$ cat src/rtl/alu_arb_sched.sv
// alu_arb_sched: 4-requester round-robin arbiter in front of a small
// mul/add/div/sub unit. One operation in flight at a time:
// IDLE (grant + capture) -> EXEC (1 or DIV_LAT cycles) -> RESP (result pulse).
//
// Handshake: gnt is a one-cycle pulse, asserted combinationally in IDLE for the
// round-robin winner; the winner's operands are captured at that same edge, so
// the requester may drop req on the following cycle. res_valid is a one-cycle
// pulse in RESP; res_id/res_data/res_divz are qualified by it and hold their
// value otherwise. There is no back-pressure on the result.
module alu_arb_sched #(
   parameter int DIV_LAT = 4
) (
   input  logic        clk,
   input  logic        rst,
   input  logic [3:0]  req,
   input  logic [7:0]  req_op,
   input  logic [15:0] req_a,
   input  logic [15:0] req_b,
   output logic [3:0]  gnt,
   output logic        res_valid,
   output logic [1:0]  res_id,
   output logic [7:0]  res_data,
   output logic        res_divz,
   output logic        busy
);

   typedef enum logic [1:0] {
      IDLE = 2'd0,
      EXEC = 2'd1,
      RESP = 2'd2
   } state_t;

   localparam logic [1:0] OP_MUL = 2'b00;
   localparam logic [1:0] OP_ADD = 2'b01;
   localparam logic [1:0] OP_DIV = 2'b10;
   localparam logic [1:0] OP_SUB = 2'b11;

   state_t      state;
   state_t      state_next;
   logic [1:0]  last_winner;
   logic [1:0]  win;
   logic        found;
   logic [1:0]  idx;
   logic [1:0]  op_q;
   logic [1:0]  id_q;
   logic [3:0]  cnt;
   logic [1:0]  sel_op;
   logic [3:0]  sel_a;
   logic [3:0]  sel_b;

   // Per-unit operand registers: only the selected unit ever sees non-zero data.
   logic [3:0]  mul_a, mul_b;
   logic [3:0]  add_a, add_b;
   logic [3:0]  sub_a, sub_b;
   logic [3:0]  div_a, div_b;

   logic [7:0]  mul_res, add_res, sub_res, div_res;
   logic [7:0]  result;
   logic        result_divz;

   assign busy = (state != IDLE);

   // Round-robin search starting one past the last winner; gnt only in IDLE.
   always_comb begin
      win   = 2'd0;
      found = 1'b0;
      idx   = 2'd0;
      for (int i = 0; i < 4; i++) begin
         idx = last_winner + 2'(i) + 2'd1;
         if (!found && req[idx]) begin
            found = 1'b1;
            win   = idx;
         end
      end
      gnt = (state == IDLE && found && !rst) ? (4'b0001 << win) : 4'b0000;
   end

   assign sel_op = req_op[{win, 1'b0} +: 2];
   assign sel_a  = req_a[{win, 2'b00} +: 4];
   assign sel_b  = req_b[{win, 2'b00} +: 4];

   // Next-state: divide stays in EXEC for DIV_LAT cycles, everything else one.
   always_comb begin
      state_next = state;
      case (state)
         IDLE: if (gnt != 4'b0000) state_next = EXEC;
         EXEC: if (op_q != OP_DIV || cnt == 4'(DIV_LAT - 1)) state_next = RESP;
         RESP: state_next = IDLE;
         default: state_next = IDLE;
      endcase
   end

   // Functional units and result select, driven from the isolated operands.
   always_comb begin
      mul_res     = {4'b0, mul_a} * {4'b0, mul_b};
      add_res     = {3'b0, {1'b0, add_a} + {1'b0, add_b}};
      sub_res     = {4'b0, sub_a} - {4'b0, sub_b};
      div_res     = (div_b == 4'd0) ? 8'hFF : {4'b0, div_a / div_b};
      result      = mul_res;
      result_divz = 1'b0;
      case (op_q)
         OP_MUL: result = mul_res;
         OP_ADD: result = add_res;
         OP_SUB: result = sub_res;
         OP_DIV: begin
            result      = div_res;
            result_divz = (div_b == 4'd0);
         end
         default: result = mul_res;
      endcase
   end

   // State register.
   always_ff @(posedge clk) begin
      if (rst) state <= IDLE;
      else     state <= state_next;
   end

   // Capture on grant, count EXEC cycles, register the result into RESP.
   always_ff @(posedge clk) begin
      if (rst) begin
         last_winner <= 2'd3;
         op_q        <= 2'd0;
         id_q        <= 2'd0;
         cnt         <= 4'd0;
         mul_a <= 4'd0; mul_b <= 4'd0;
         add_a <= 4'd0; add_b <= 4'd0;
         sub_a <= 4'd0; sub_b <= 4'd0;
         div_a <= 4'd0; div_b <= 4'd0;
         res_valid   <= 1'b0;
         res_id      <= 2'd0;
         res_data    <= 8'd0;
         res_divz    <= 1'b0;
      end else begin
         res_valid <= 1'b0;
         case (state)
            IDLE: begin
               if (gnt != 4'b0000) begin
                  last_winner <= win;
                  id_q        <= win;
                  op_q        <= sel_op;
                  cnt         <= 4'd0;
                  mul_a <= (sel_op == OP_MUL) ? sel_a : 4'd0;
                  mul_b <= (sel_op == OP_MUL) ? sel_b : 4'd0;
                  add_a <= (sel_op == OP_ADD) ? sel_a : 4'd0;
                  add_b <= (sel_op == OP_ADD) ? sel_b : 4'd0;
                  sub_a <= (sel_op == OP_SUB) ? sel_a : 4'd0;
                  sub_b <= (sel_op == OP_SUB) ? sel_b : 4'd0;
                  div_a <= (sel_op == OP_DIV) ? sel_a : 4'd0;
                  div_b <= (sel_op == OP_DIV) ? sel_b : 4'd0;
               end
            end
            EXEC: begin
               cnt <= cnt + 4'd1;
               if (state_next == RESP) begin
                  res_valid <= 1'b1;
                  res_id    <= id_q;
                  res_data  <= result;
                  res_divz  <= result_divz;
               end
            end
            RESP: begin
               mul_a <= 4'd0; mul_b <= 4'd0;
               add_a <= 4'd0; add_b <= 4'd0;
               sub_a <= 4'd0; sub_b <= 4'd0;
               div_a <= 4'd0; div_b <= 4'd0;
            end
            default: ;
         endcase
      end
   end

endmodule

$ cat config.mk
export PLATFORM = sky130hd
export DESIGN_NAME = alu_arb_sched
export DESIGN_NICKNAME = d
export VERILOG_FILES = /design/src/rtl/alu_arb_sched.sv
export SDC_FILE = /design/constraint.sdc
export NUM_CORES = 1
export LEC_CHECK = 0
export ABC_CLOCK_PERIOD_IN_PS = 3500
export BUFFER_PORTS_ARGS = -buffer_cell sky130_fd_sc_hd__buf_2
export CORE_MARGIN = 3
export CORE_UTILIZATION = 50
export DETAILED_ROUTE_END_ITERATION = 10
export PLACE_DENSITY = 0.79
export SLEW_MARGIN = 40
export SYNTH_ARGS = -nofsm -noshare
export SYNTH_HDL_FRONTEND = slang
export SYNTH_SLANG_ARGS = --single-unit
$ cat constraint.sdc
create_clock -name clk -period 3.5 [get_ports clk]
set_input_delay 0.35 -clock clk [delete_from_list [all_inputs] [get_ports clk]]
set_output_delay 0.35 -clock clk [all_outputs]
set_load 0.01 [all_outputs]
==> results.ini <==
[logic_synthesis]
synth-seq-cells = 56
yosys.area.top_type_share = 0.305
syn_inst = 434
async_flop_share = 0
yosysTopAreaCell = dfxtp_1
synth_edf_count = 0
synthDistinctLibCells = 49
netlist_area_mm2 = 0.00368
synth-seq-area-share = 0.305
yosys_warnings = 0
avgSynthCellArea_um2 = 8.48
mappedNetlistNets = 519
yosys-top-cells-area = dfxtp_1 (30%), ha_1 (11%), mux2i_1 (8.2%)
synthFlopType = dfxtp_1

[clocking]
tritoncts = done
cts_sinks = 56
cts_buffer_depth = 2
root_buffer = clkbuf_8
clock_latency_ns = 0.32
htree_levels = 2
numCtsBuffers = 5
path_clk_slew_ns = 0.10

[power]
power_switching_w = 0.000747
p_seq_frac = 0.369
ir_drop_mv = 0.221
total_power_w = 0.00211
p_per_area_mw_per_mm2 = 468
p_int_w = 0.00136
comb_power_share = 0.428
clkPwrFrac = 0.203
p_leak_nw = 2.04
p_sw_frac = 0.354

[setup_path]
worst_ep_arrival_time_ns = 3.91
worst_setup_path_end_kind = flop
worstPathMaxFanout = 4
crit_top_cell = buf_4
critPathSlowestCell = dfxtp_2
crit_type = flop to flop
crit_path_max_incr_delay_ns = 0.35
path_cells = nor3_4 -> buf_4 -> a21oi_2 -> ha_1 -> o21a_1 -> o211ai_1 -> buf_4 -> o21ai_4 -> buf_4 -> buf_4 -> buf_4 -> buf_4 -> buf_4 -> buf_4 -> buf_4 -> mux2_4 -> ha_4 -> a21o_1 -> a211o_1 -> a21oi_2 -> nor3_2
critPathRequiredTime_ns = 3.70
critPathLaunchType = flop

[place]
hpwl_um = 6920
place_congestion = 0.823
pre_cts_ws_ns = -0.249
port_buffers = 62

[drt]
drc = 0
ant_nets = 0
vias = 3332
routed_wl_um = 9020
drtIter0Drc = 89
drt_first_pass_iters = 4
via_per_inst = 5.39
wl_per_cell_um = 14.6

[floorplanning]
start_util = 0.530
die_h_um = 91.8
die_w_um = 91.8
core_area_mm2 = 0.00694
num_rows = 30
pin_count = 63
die-area_mm2 = 0.00842

[global_route]
grt_pass1_vias = 3405
overflow = 0
grt_usage = 0.224
grt_max_degree = 33
grt_antenna_before_repair = 0
grt_first_pass_wirelength_um = 15500

[min_path]
hp-class = input port to flop

[job]
drv_cap = 0

[status]
outcome = finished, violations left
violations = negative setup slack

[timing]
slew_viol_final = 0
setup_viol = 1
rsz0062_at_grt = yes
period_needed_ns = 3.71
fin_skew_ns = 0.00458
slew_headroom = 0.505
hold_viol_final = 0
fmax_mhz = 269
tightest_slew_ns = 0.742
fin_ws_ns = -0.213
fin_hold_ws_ns = 0.454
period_share = 1.06

[finish]
areaGrowthSynthToFinish_pct = 22.5
antenna_cells = 0
layout.nets = 606
final_layout_size_suffix_gt1_frac = 0.259

synthesized netlist by cell type, drive strengths merged (4+ instances only):
master,n
a21oi,22
nor3,5
o22a,8
buf,11
inv,21
dfxtp,56
nor2,37
nand2,65
nor2b,6
a21o,8
nand2b,13
clkbuf,4
xnor2,6
o21ai,47
fa,6
a211oi,7
mux2,5
ha,33
and2,10
xor2,6
mux2i,33
metrics by stage:
stage               cells  TNS (ns)  utilization  cell area [µm²]
floorplan             434   -0.0825            -             3730
global route          618    -0.403        0.649             4510
CTS                   616   -0.0856        0.641             4450
finish                618    -0.213        0.649             4510
global placement      593   -0.0950        0.606             4210
detailed placement    594    -0.249        0.607             4220
critical path, delay by kind of cell, from the launching register on:
kind	cells	cell delay (ns)
AO/OA/AOI/OAI	7	1.02
buffers and inverters	9	1.19
flip-flops	1	0.35
AND/OR/NAND/NOR	2	0.25
multiplexers	1	0.27
adder cells (fa/ha/maj)	2	0.52
final cells by class:
class	count	area, µm²
Fill cell	618	2440
Clock inverter	3	42.5
Multi-Input combinational cell	342	2510
Clock buffer	5	68.8
Sequential cell	56	1120
Tap cell	96	120
Inverter	21	78.8
Timing Repair Buffer	95	558
final timing paths:
| path | startpoint | endpoint | slack, ns | cells past startpoint |
|---|---|---|---|---|
| max | div_b[1] | res_data[0] | -0.21 | 21 |
| min | rst | cnt[0] | 0.45 | 2 |
| min reg2reg | res_divz | res_divz | 0.46 | 2 |
| max reg2reg | div_b[1] | res_data[0] | -0.21 | 21 |
power groups by stage:
stage	Clock (W)	Combinational, W	Sequential [W]
finish	0.000428	0.000902	0.000779
global route	0.000458	0.000989	0.000792
CTS	0.000428	0.000864	0.000778
detailed placement	0	0.000780	0.000792
global placement	0	0.000741	0.000789
floorplan	0	0.000562	0.000776
kinds of logic (layout without fill, tap and decap cells):
family | Yosys count | after routing | share of synthesized area
XOR/XNOR | 12 | 12 | 0.0286
multiplexers | 38 | 38 | 0.115
AND/OR/NAND/NOR | 146 | 146 | 0.181
flip-flops | 56 | 56 | 0.305
buffers and inverters | 36 | 124 | 0.0456
AO/OA/AOI/OAI | 107 | 107 | 0.180
adder cells (fa/ha/maj) | 39 | 39 | 0.145
flip-flops by register name (all words and copies together) (netlist names):
name,flops
add_a,4
add_b,4
cnt,4
div_a,4
div_b,4
id_q,2
last_winner,2
mul_a,4
mul_b,4
op_q,2
res_data,8
res_divz,1
res_id,2
res_valid,1
state,2
sub_a,4
sub_b,4
layout by cell type, fill, tap and decap left out, drive strengths merged, types with 6 or more instances in the layout:
cell type	n
a21oi	22
dfxtp	56
o21ai	47
a211oi	7
nand2b	13
mux2i	33
xor2	6
inv	21
nor2	37
o22a	8
a21o	8
nor2b	6
and2	10
xnor2	6
ha	33
buf	95
nand2	65
fa	6
what timing repair did:
action	4_1_cts	5_1_grt
gates cloned	0	0
setup endpoints to repair	1	1
resized for setup	7	7
pin swaps	13	9
hold endpoints to repair	0	0
setup buffers	14	2
hold buffers	0	0
per-layer routing:
metal | vias to the layer above | part of all wire | GRT usage
met1 | 1567 | 0.42 | 0.268
met2 | 77 | 0.51 | 0.413
met5 | - | 0 | 0
li1 | 1672 | - | -
met4 | 0 | 0.014 | 0.0582
met3 | 16 | 0.054 | 0.0353
Note: power is estimated with default switching activity, not from simulation.
